--- src/rtl/if_fetch_unit_pkg.sv ---
// -----------------------------------------------------------------------------
// if_fetch_unit_pkg
// Shared constants and types for the instruction-fetch front end.
//   DATA_SIZE        : PC / instruction width
//   RESET_PC_DEFAULT : default first fetch address after reset
//   PC_STEP          : byte increment between sequential instructions
//   present_src_e    : which storage element drives the IF/ID outputs
// -----------------------------------------------------------------------------
package if_fetch_unit_pkg;

    localparam int unsigned DATA_SIZE        = 32;
    localparam logic [31:0] RESET_PC_DEFAULT = 32'h0000_0000;
    localparam int unsigned PC_STEP          = 4;

    typedef enum logic [1:0] {
        SRC_NONE = 2'd0,
        SRC_REQ  = 2'd1,
        SRC_HOLD = 2'd2
    } present_src_e;

endpackage

--- src/rtl/if_fetch_unit_if.sv ---
// -----------------------------------------------------------------------------
// if_fetch_unit_if
// Bundles the fetch unit's control inputs, ROM bus and IF/ID output stream.
//   advance        : IF/ID accepts the presented instruction this cycle
//   redirect_valid : taken branch/jump this cycle
//   redirect_pc    : redirect target (low two bits ignored)
//   rom_req        : ROM read enable
//   rom_addr       : ROM read address, word aligned
//   rom_data       : ROM read data, valid the cycle after rom_req
//   pc_out         : PC of the presented instruction
//   inst_out       : presented instruction
//   valid_out      : pc_out/inst_out valid; transfer = valid_out & advance
// master modport = fetch unit side, slave modport = environment side.
// -----------------------------------------------------------------------------
interface if_fetch_unit_if
    import if_fetch_unit_pkg::*;
#(
    parameter int unsigned XLEN = DATA_SIZE
);

    logic            advance;
    logic            redirect_valid;
    logic [XLEN-1:0] redirect_pc;
    logic            rom_req;
    logic [XLEN-1:0] rom_addr;
    logic [XLEN-1:0] rom_data;
    logic [XLEN-1:0] pc_out;
    logic [XLEN-1:0] inst_out;
    logic            valid_out;

    modport master (
        input  advance,
        input  redirect_valid,
        input  redirect_pc,
        input  rom_data,
        output rom_req,
        output rom_addr,
        output pc_out,
        output inst_out,
        output valid_out
    );

    modport slave (
        output advance,
        output redirect_valid,
        output redirect_pc,
        output rom_data,
        input  rom_req,
        input  rom_addr,
        input  pc_out,
        input  inst_out,
        input  valid_out
    );

endinterface

--- src/rtl/if_fetch_unit_hold_buf.sv ---
// -----------------------------------------------------------------------------
// if_fetch_unit_hold_buf
// One-entry {pc, inst} hold buffer for stall-tolerant pipeline stages.
//   i_clk, i_rst : clock, synchronous active-high reset (clears all fields)
//   i_load       : capture i_pc/i_inst and set valid
//   i_clear      : drop the held entry (wins over i_load)
//   i_pc, i_inst : entry to capture
//   o_valid      : an entry is held
//   o_pc, o_inst : held entry
// -----------------------------------------------------------------------------
module if_fetch_unit_hold_buf #(
    parameter int unsigned XLEN = 32
) (
    input  logic            i_clk,
    input  logic            i_rst,
    input  logic            i_load,
    input  logic            i_clear,
    input  logic [XLEN-1:0] i_pc,
    input  logic [XLEN-1:0] i_inst,
    output logic            o_valid,
    output logic [XLEN-1:0] o_pc,
    output logic [XLEN-1:0] o_inst
);

    logic            r_valid;
    logic [XLEN-1:0] r_pc;
    logic [XLEN-1:0] r_inst;

    always_ff @(posedge i_clk) begin
        if (i_rst) begin
            r_valid <= 1'b0;
            r_pc    <= '0;
            r_inst  <= '0;
        end else if (i_clear) begin
            r_valid <= 1'b0;
        end else if (i_load) begin
            r_valid <= 1'b1;
            r_pc    <= i_pc;
            r_inst  <= i_inst;
        end
    end

    assign o_valid = r_valid;
    assign o_pc    = r_pc;
    assign o_inst  = r_inst;

endmodule

--- src/rtl/if_fetch_unit.sv ---
// -----------------------------------------------------------------------------
// if_fetch_unit
// Instruction-fetch front end: owns the PC, issues reads to a synchronous
// instruction ROM (1-cycle latency), follows branch-unit redirects and the
// hazard unit's advance, and presents a PC/instruction stream to IF/ID.
//   i_clk    : clock
//   i_rst    : synchronous active-high reset
//   io_fetch : if_fetch_unit_if.master (advance, redirect, ROM bus, IF/ID out)
// Parameters: XLEN (PC/instruction width), RESET_PC (first fetch address).
// At most one word is ever outstanding: either a ROM read in flight
// (r_req_pending) or a word parked in the hold buffer, never both.
// -----------------------------------------------------------------------------
module if_fetch_unit
    import if_fetch_unit_pkg::*;
#(
    parameter int unsigned     XLEN     = DATA_SIZE,
    parameter logic [XLEN-1:0] RESET_PC = XLEN'(RESET_PC_DEFAULT)
) (
    input  logic             i_clk,
    input  logic             i_rst,
    if_fetch_unit_if.master  io_fetch
);

    logic [XLEN-1:0] r_fetch_pc;
    logic            r_req_pending;
    logic [XLEN-1:0] r_req_pc;

    logic            w_hold_valid;
    logic [XLEN-1:0] w_hold_pc;
    logic [XLEN-1:0] w_hold_inst;
    logic            w_hold_load;
    logic            w_hold_clear;

    logic            w_valid_int;
    logic            w_issue;
    logic [XLEN-1:0] w_redirect_tgt;
    logic [XLEN-1:0] w_rom_addr;
    present_src_e    w_src;

    assign w_redirect_tgt = io_fetch.redirect_pc & ~XLEN'(3);
    assign w_valid_int    = w_hold_valid | r_req_pending;

    // A new read goes out whenever the current word leaves (advance), is
    // thrown away (redirect), or there is nothing outstanding.
    assign w_issue    = !i_rst & (io_fetch.redirect_valid | io_fetch.advance | !w_valid_int);
    assign w_rom_addr = io_fetch.redirect_valid ? w_redirect_tgt : r_fetch_pc;

    // Park the returning word when the decoder stalls; the ROM data is only
    // valid for one cycle, so it must be captured now or lost.
    assign w_hold_load  = r_req_pending & !w_hold_valid & !io_fetch.advance
                        & !io_fetch.redirect_valid;
    assign w_hold_clear = io_fetch.redirect_valid | (w_hold_valid & io_fetch.advance);

    if_fetch_unit_hold_buf #(
        .XLEN (XLEN)
    ) u_hold_buf (
        .i_clk   (i_clk),
        .i_rst   (i_rst),
        .i_load  (w_hold_load),
        .i_clear (w_hold_clear),
        .i_pc    (r_req_pc),
        .i_inst  (io_fetch.rom_data),
        .o_valid (w_hold_valid),
        .o_pc    (w_hold_pc),
        .o_inst  (w_hold_inst)
    );

    // When no read issues the pending word was either consumed or moved to
    // the hold buffer, so the in-flight flag always drops.
    always_ff @(posedge i_clk) begin
        if (i_rst) begin
            r_fetch_pc    <= RESET_PC;
            r_req_pending <= 1'b0;
            r_req_pc      <= '0;
        end else if (w_issue) begin
            r_req_pending <= 1'b1;
            r_req_pc      <= w_rom_addr;
            r_fetch_pc    <= w_rom_addr + XLEN'(PC_STEP);
        end else begin
            r_req_pending <= 1'b0;
        end
    end

    always_comb begin
        w_src = SRC_NONE;
        if (w_hold_valid) begin
            w_src = SRC_HOLD;
        end else if (r_req_pending) begin
            w_src = SRC_REQ;
        end
    end

    always_comb begin
        io_fetch.pc_out   = '0;
        io_fetch.inst_out = '0;
        case (w_src)
            SRC_HOLD: begin
                io_fetch.pc_out   = w_hold_pc;
                io_fetch.inst_out = w_hold_inst;
            end
            SRC_REQ: begin
                io_fetch.pc_out   = r_req_pc;
                io_fetch.inst_out = io_fetch.rom_data;
            end
            default: begin
                io_fetch.pc_out   = '0;
                io_fetch.inst_out = '0;
            end
        endcase
    end

    // A redirect marks whatever is presented as wrong-path.
    assign io_fetch.valid_out = (w_src != SRC_NONE) & !io_fetch.redirect_valid & !i_rst;
    assign io_fetch.rom_req   = w_issue;
    assign io_fetch.rom_addr  = w_rom_addr;

endmodule

--- src/flat_wrapper.sv ---
// flat-port wrapper written by rule: the top's interface ports become plain ports
module if_fetch_unit_flat import if_fetch_unit_pkg::*;
#(
    parameter int unsigned     XLEN     = DATA_SIZE,
    parameter logic [XLEN-1:0] RESET_PC = XLEN'(RESET_PC_DEFAULT)
)
  (i_clk, i_rst, io_fetch_advance, io_fetch_redirect_valid, io_fetch_redirect_pc, io_fetch_rom_data, io_fetch_rom_req, io_fetch_rom_addr, io_fetch_pc_out, io_fetch_inst_out, io_fetch_valid_out);
  if_fetch_unit_if #(.XLEN(XLEN)) io_fetch_i ();
  input  logic i_clk;
  input  logic i_rst;
  input wire logic [$bits(io_fetch_i.advance)-1:0] io_fetch_advance;
  input wire logic [$bits(io_fetch_i.redirect_valid)-1:0] io_fetch_redirect_valid;
  input wire logic [$bits(io_fetch_i.redirect_pc)-1:0] io_fetch_redirect_pc;
  input wire logic [$bits(io_fetch_i.rom_data)-1:0] io_fetch_rom_data;
  output wire logic [$bits(io_fetch_i.rom_req)-1:0] io_fetch_rom_req;
  output wire logic [$bits(io_fetch_i.rom_addr)-1:0] io_fetch_rom_addr;
  output wire logic [$bits(io_fetch_i.pc_out)-1:0] io_fetch_pc_out;
  output wire logic [$bits(io_fetch_i.inst_out)-1:0] io_fetch_inst_out;
  output wire logic [$bits(io_fetch_i.valid_out)-1:0] io_fetch_valid_out;
  assign io_fetch_i.advance = io_fetch_advance;
  assign io_fetch_i.redirect_valid = io_fetch_redirect_valid;
  assign io_fetch_i.redirect_pc = io_fetch_redirect_pc;
  assign io_fetch_i.rom_data = io_fetch_rom_data;
  assign io_fetch_rom_req = io_fetch_i.rom_req;
  assign io_fetch_rom_addr = io_fetch_i.rom_addr;
  assign io_fetch_pc_out = io_fetch_i.pc_out;
  assign io_fetch_inst_out = io_fetch_i.inst_out;
  assign io_fetch_valid_out = io_fetch_i.valid_out;
  if_fetch_unit #(.XLEN(XLEN), .RESET_PC(RESET_PC)) u_core (.i_clk(i_clk), .i_rst(i_rst), .io_fetch(io_fetch_i));
endmodule
--- config.mk ---
export PLATFORM = sky130hd
export DESIGN_NAME = if_fetch_unit_flat
export DESIGN_NICKNAME = d
export VERILOG_FILES = /design/src/rtl/if_fetch_unit_pkg.sv /design/src/rtl/if_fetch_unit_if.sv /design/src/rtl/if_fetch_unit_hold_buf.sv /design/src/rtl/if_fetch_unit.sv /design/src/flat_wrapper.sv
export SDC_FILE = /design/constraint.sdc
export NUM_CORES = 1
export LEC_CHECK = 0
export ABC_AREA = 1
export CORE_MARGIN = 2
export CORE_UTILIZATION = 40
export CTS_CLUSTER_SIZE = 10
export DETAILED_ROUTE_END_ITERATION = 12
export PLACE_DENSITY = 0.71
export SLEW_MARGIN = 20
export SYNTH_ARGS = -nofsm -noshare
export SYNTH_HDL_FRONTEND = slang
export SYNTH_SLANG_ARGS = --single-unit
--- constraint.sdc ---
create_clock -name i_clk -period 3.7 [get_ports i_clk]
set_input_delay 1.11 -clock i_clk [delete_from_list [all_inputs] [get_ports i_clk]]
set_output_delay 1.11 -clock i_clk [all_outputs]
set_load 0.02 [all_outputs]
==> results_dict.tcl <==
set metrics [dict create \
    dp_hpwl_mm 12.0 \
    grt.total_usage_pct 21.4 \
    synth_nets 963 \
    start_kind "primary input" \
    layoutNonFillerInstCount 1282 \
    die_h_microns 127 \
    cts_buffer_depth 2 \
    portBuffers 163 \
    use_met1_pct 29.0 \
    yosysUniqueCellTypes 28 \
    dr.pass1.iters 5 \
    slew_headroom_pct 30.6 \
    critical_path_arrival_ns 2.49 \
    antenna_found_initial 0 \
    ioPinCount 166 \
    dp_cells 1250 \
    grt_pass1_vias 5751 \
    antenna_cells 0 \
    clk_pin_slew_ns 0.06 \
    maxSlewViolCount 0 \
    drt-initial-drc-count 338 \
    root_buffer "clkbuf_16" \
    setup.worst_path.end_class "primary output" \
    finalClockSkew_ns 0.00919 \
    synth_area_leaders "dfxtp_1, nand2_1, o21ai_0, inv_1, a21oi_1" \
    initial_core_util_pct 40.5 \
    core_area_sq_mm 0.0150 \
    timing.final.crit_share_pct 97.3 \
    hold_class "reg -> reg" \
    wire_per_inst_microns 13.6 \
    die_x_microns 127 \
    drc_errors 0 \
    syn2layout_area_growth_pct 43.4 \
    min_period_ns 3.60 \
    use_met3_pct 4.23 \
    netlist_instances 894 \
    ys_warn_count 0 \
    layout-drive-gt1-share_pct 11.9 \
    use_met2_pct 33.4 \
    path_delay_family "buffers and inverters" \
    rsz0062_at_grt "no" \
    pre_cts_ws_ns -0.228 \
    yosys.area.top_type_share_pct 42.1 \
    outcome "completed" \
    nNetsFinal 1150 \
    cts_buffers 17 \
    hold_viol 0 \
    crit_buf_inv 5 \
    synthesis.area_sq_mm 0.00609 \
    setup_violations 0 \
    tightest_slew_ns 1.04 \
    die_area_sq_mm 0.0162 \
    grt_max_degree 65 \
    fin_ws_ns 0.0985 \
    routed_via_density 4.89 \
    max_freq_mhz 278 \
    crit_chain "clkdlybuf4s50_1, buf_4, inv_2, buf_4, nand2_1, nand2_2, dlygate4sd2_1" \
    clk_latency_ns 0.42 \
    synth.avg_cell_area_sq_um 6.81 \
    dpl-instance-area_sq_mm 0.00816 \
    cap_viol_max_count 0 \
    yosys_most_used_dff "dfxtp_1" \
    synth_commonest_cells "nand2_1, inv_1, dfxtp_1" \
    crit_fanout 16 \
    cpPeakStageDelay_ns 0.41 \
    power_density_mw_per_mm2 441 \
    slowest_stage "clkdlybuf4s50_1" \
    routabilityCongestion 0.916 \
    vias 6266 \
    final_cell_area_sq_mm 0.00873 \
    tritoncts "done" \
    multi_input_area_sq_mm 0.00279 \
    synthMostInstantiatedCell "nand2_1" \
    grt_pass1_wl_mm 28.1 \
    final_antenna_net_count 0 \
    cts_sinks 128 \
    ys_ff_latch 128 \
    synthArstFlopShare_pct 0 \
    synth-edff-count 0 \
    p_leak_nw 3.54 \
    rows 45 \
    totalWireLength_mm 17.4 \
    ctsHoldBuffers 0 \
    whs_ns 0.445 \
    seq_area_frac_synth_pct 42.1 \
    cts_setup_buffers 0 \
    crit_top_cell "buf_4" \
    grt_busiest_layer "met2" \
    htreeDepth 4 \
    ir_worst_vdd_uv 328 \
    register_area_sq_mm 0.00256 \
    p_total_mw 3.85 \
    crit_type "in -> out" \
    overflow 0 \
    crit_required_ns 2.59 \
    synth_top_cell_by_area "dfxtp_1" \
    nFillCells 1391 \
]
kinds of logic after synthesis:
| kind of cell | share of synthesized area [%] |
|---|---|
| AOI/OAI and AO/OA | 22.2 |
| DFF | 42.1 |
| and+or+nand+nor | 22.9 |
| buffers and inverters | 12.3 |
| xor gates and xnor gates | 0.288 |
| adders and majority gates | 0.205 |
registers in the layout, summed over array words and instances, names as in the netlist:
register / cells
u_core.u_hold_buf.o_valid: 1
u_core.r_req_pc: 32
u_core.u_hold_buf.o_pc: 32
u_core.r_req_pending: 1
u_core.r_fetch_pc: 30
u_core.u_hold_buf.o_inst: 32
through the flow:
stage / util [%] / TNS, ns
6_report: 58.1 / 0
5_1_grt: 58.1 / 0
4_1_cts: 58.1 / 0
3_5_place_dp: 54.3 / -4.34
3_3_place_gp: 54.3 / -4.20
2_1_floorplan: - / 0
worst paths after layout:
kind                                                                start                                         to  slack [ns]  depth (start not counted)
worst max-delay path                              io_fetch_redirect_valid                      io_fetch_rom_addr[17]         0.1                          7
worst max register to register     u_core.u_hold_buf.o_valid$_SDFFE_PP0P_          u_core.r_fetch_pc[5]$_SDFFE_PP0P_        1.48                         10
worst min register to register  u_core.u_hold_buf.o_inst[30]$_SDFFE_PP0P_  u_core.u_hold_buf.o_inst[30]$_SDFFE_PP0P_        0.45                          2
worst min-delay path            u_core.u_hold_buf.o_inst[30]$_SDFFE_PP0P_  u_core.u_hold_buf.o_inst[30]$_SDFFE_PP0P_        0.45                          2
power breakdown:
group / total [mW] / internal, mW / switching, mW / leakage (nW)
clock: 1.71 / 1.08 / 0.631 / 0.281
combinational: 0.653 / 0.285 / 0.368 / 2.21
sequential: 1.49 / 1.46 / 0.0293 / 1.05
tightest hold or removal path, delay by kind of cell, from the launching register on:
kind            cells  cell delay, ns
flops               1            0.29
buf+inv             1            0.05
compound gates      1            0.05
layout by cell type (no fill, tap or decap), types with 2 or more instances in the layout:
cell type | Yosys | layout
a211oi_1 | 2 | 2
a21oi_1 | 66 | 66
buf_4 | 2 | 53
bufinv_16 | 0 | 3
clkbuf_16 | 0 | 17
clkbuf_2 | 0 | 4
clkdlybuf4s15_1 | 0 | 3
clkdlybuf4s50_1 | 0 | 131
clkinv_2 | 0 | 2
clkinv_4 | 0 | 3
clkinvlp_4 | 0 | 5
dfxtp_1 | 128 | 128
dlygate4sd2_1 | 0 | 22
dlymetal6s2s_1 | 0 | 3
inv_1 | 134 | 134
inv_2 | 3 | 3
nand2_1 | 211 | 210
nand2_2 | 14 | 14
nand3_1 | 29 | 29
nand4_1 | 11 | 11
nor2_1 | 43 | 42
nor2_2 | 9 | 10
nor2_4 | 6 | 6
o211ai_1 | 7 | 7
o21ai_0 | 119 | 119
o21ai_2 | 4 | 4
o22ai_1 | 50 | 50
xor2_1 | 2 | 2
layout make-up:
class / instances / area share [%]
Tap cell: 188 / 2.69
Timing Repair Buffer: 218 / 23.1
Clock buffer: 19 / 5.07
Inverter: 138 / 5.93
Multi-Input combinational cell: 578 / 31.9
Clock inverter: 13 / 1.88
Sequential cell: 128 / 29.3
layer usage:
| metal | vias up | share of wire, % |
|---|---|---|
| met4 | 0 | 1.5 |
| li1 | 3269 | - |
| met3 | 24 | 6.0 |
| met5 | - | 0 |
| met2 | 214 | 44 |
| met1 | 2759 | 48 |
repair_timing:
action,4_1_cts,5_1_grt
setup endpoints to repair,29,11
gates resized for setup,30,14
pin swaps,0,0
No activity file was read; power rests on OpenSTA's default activity.
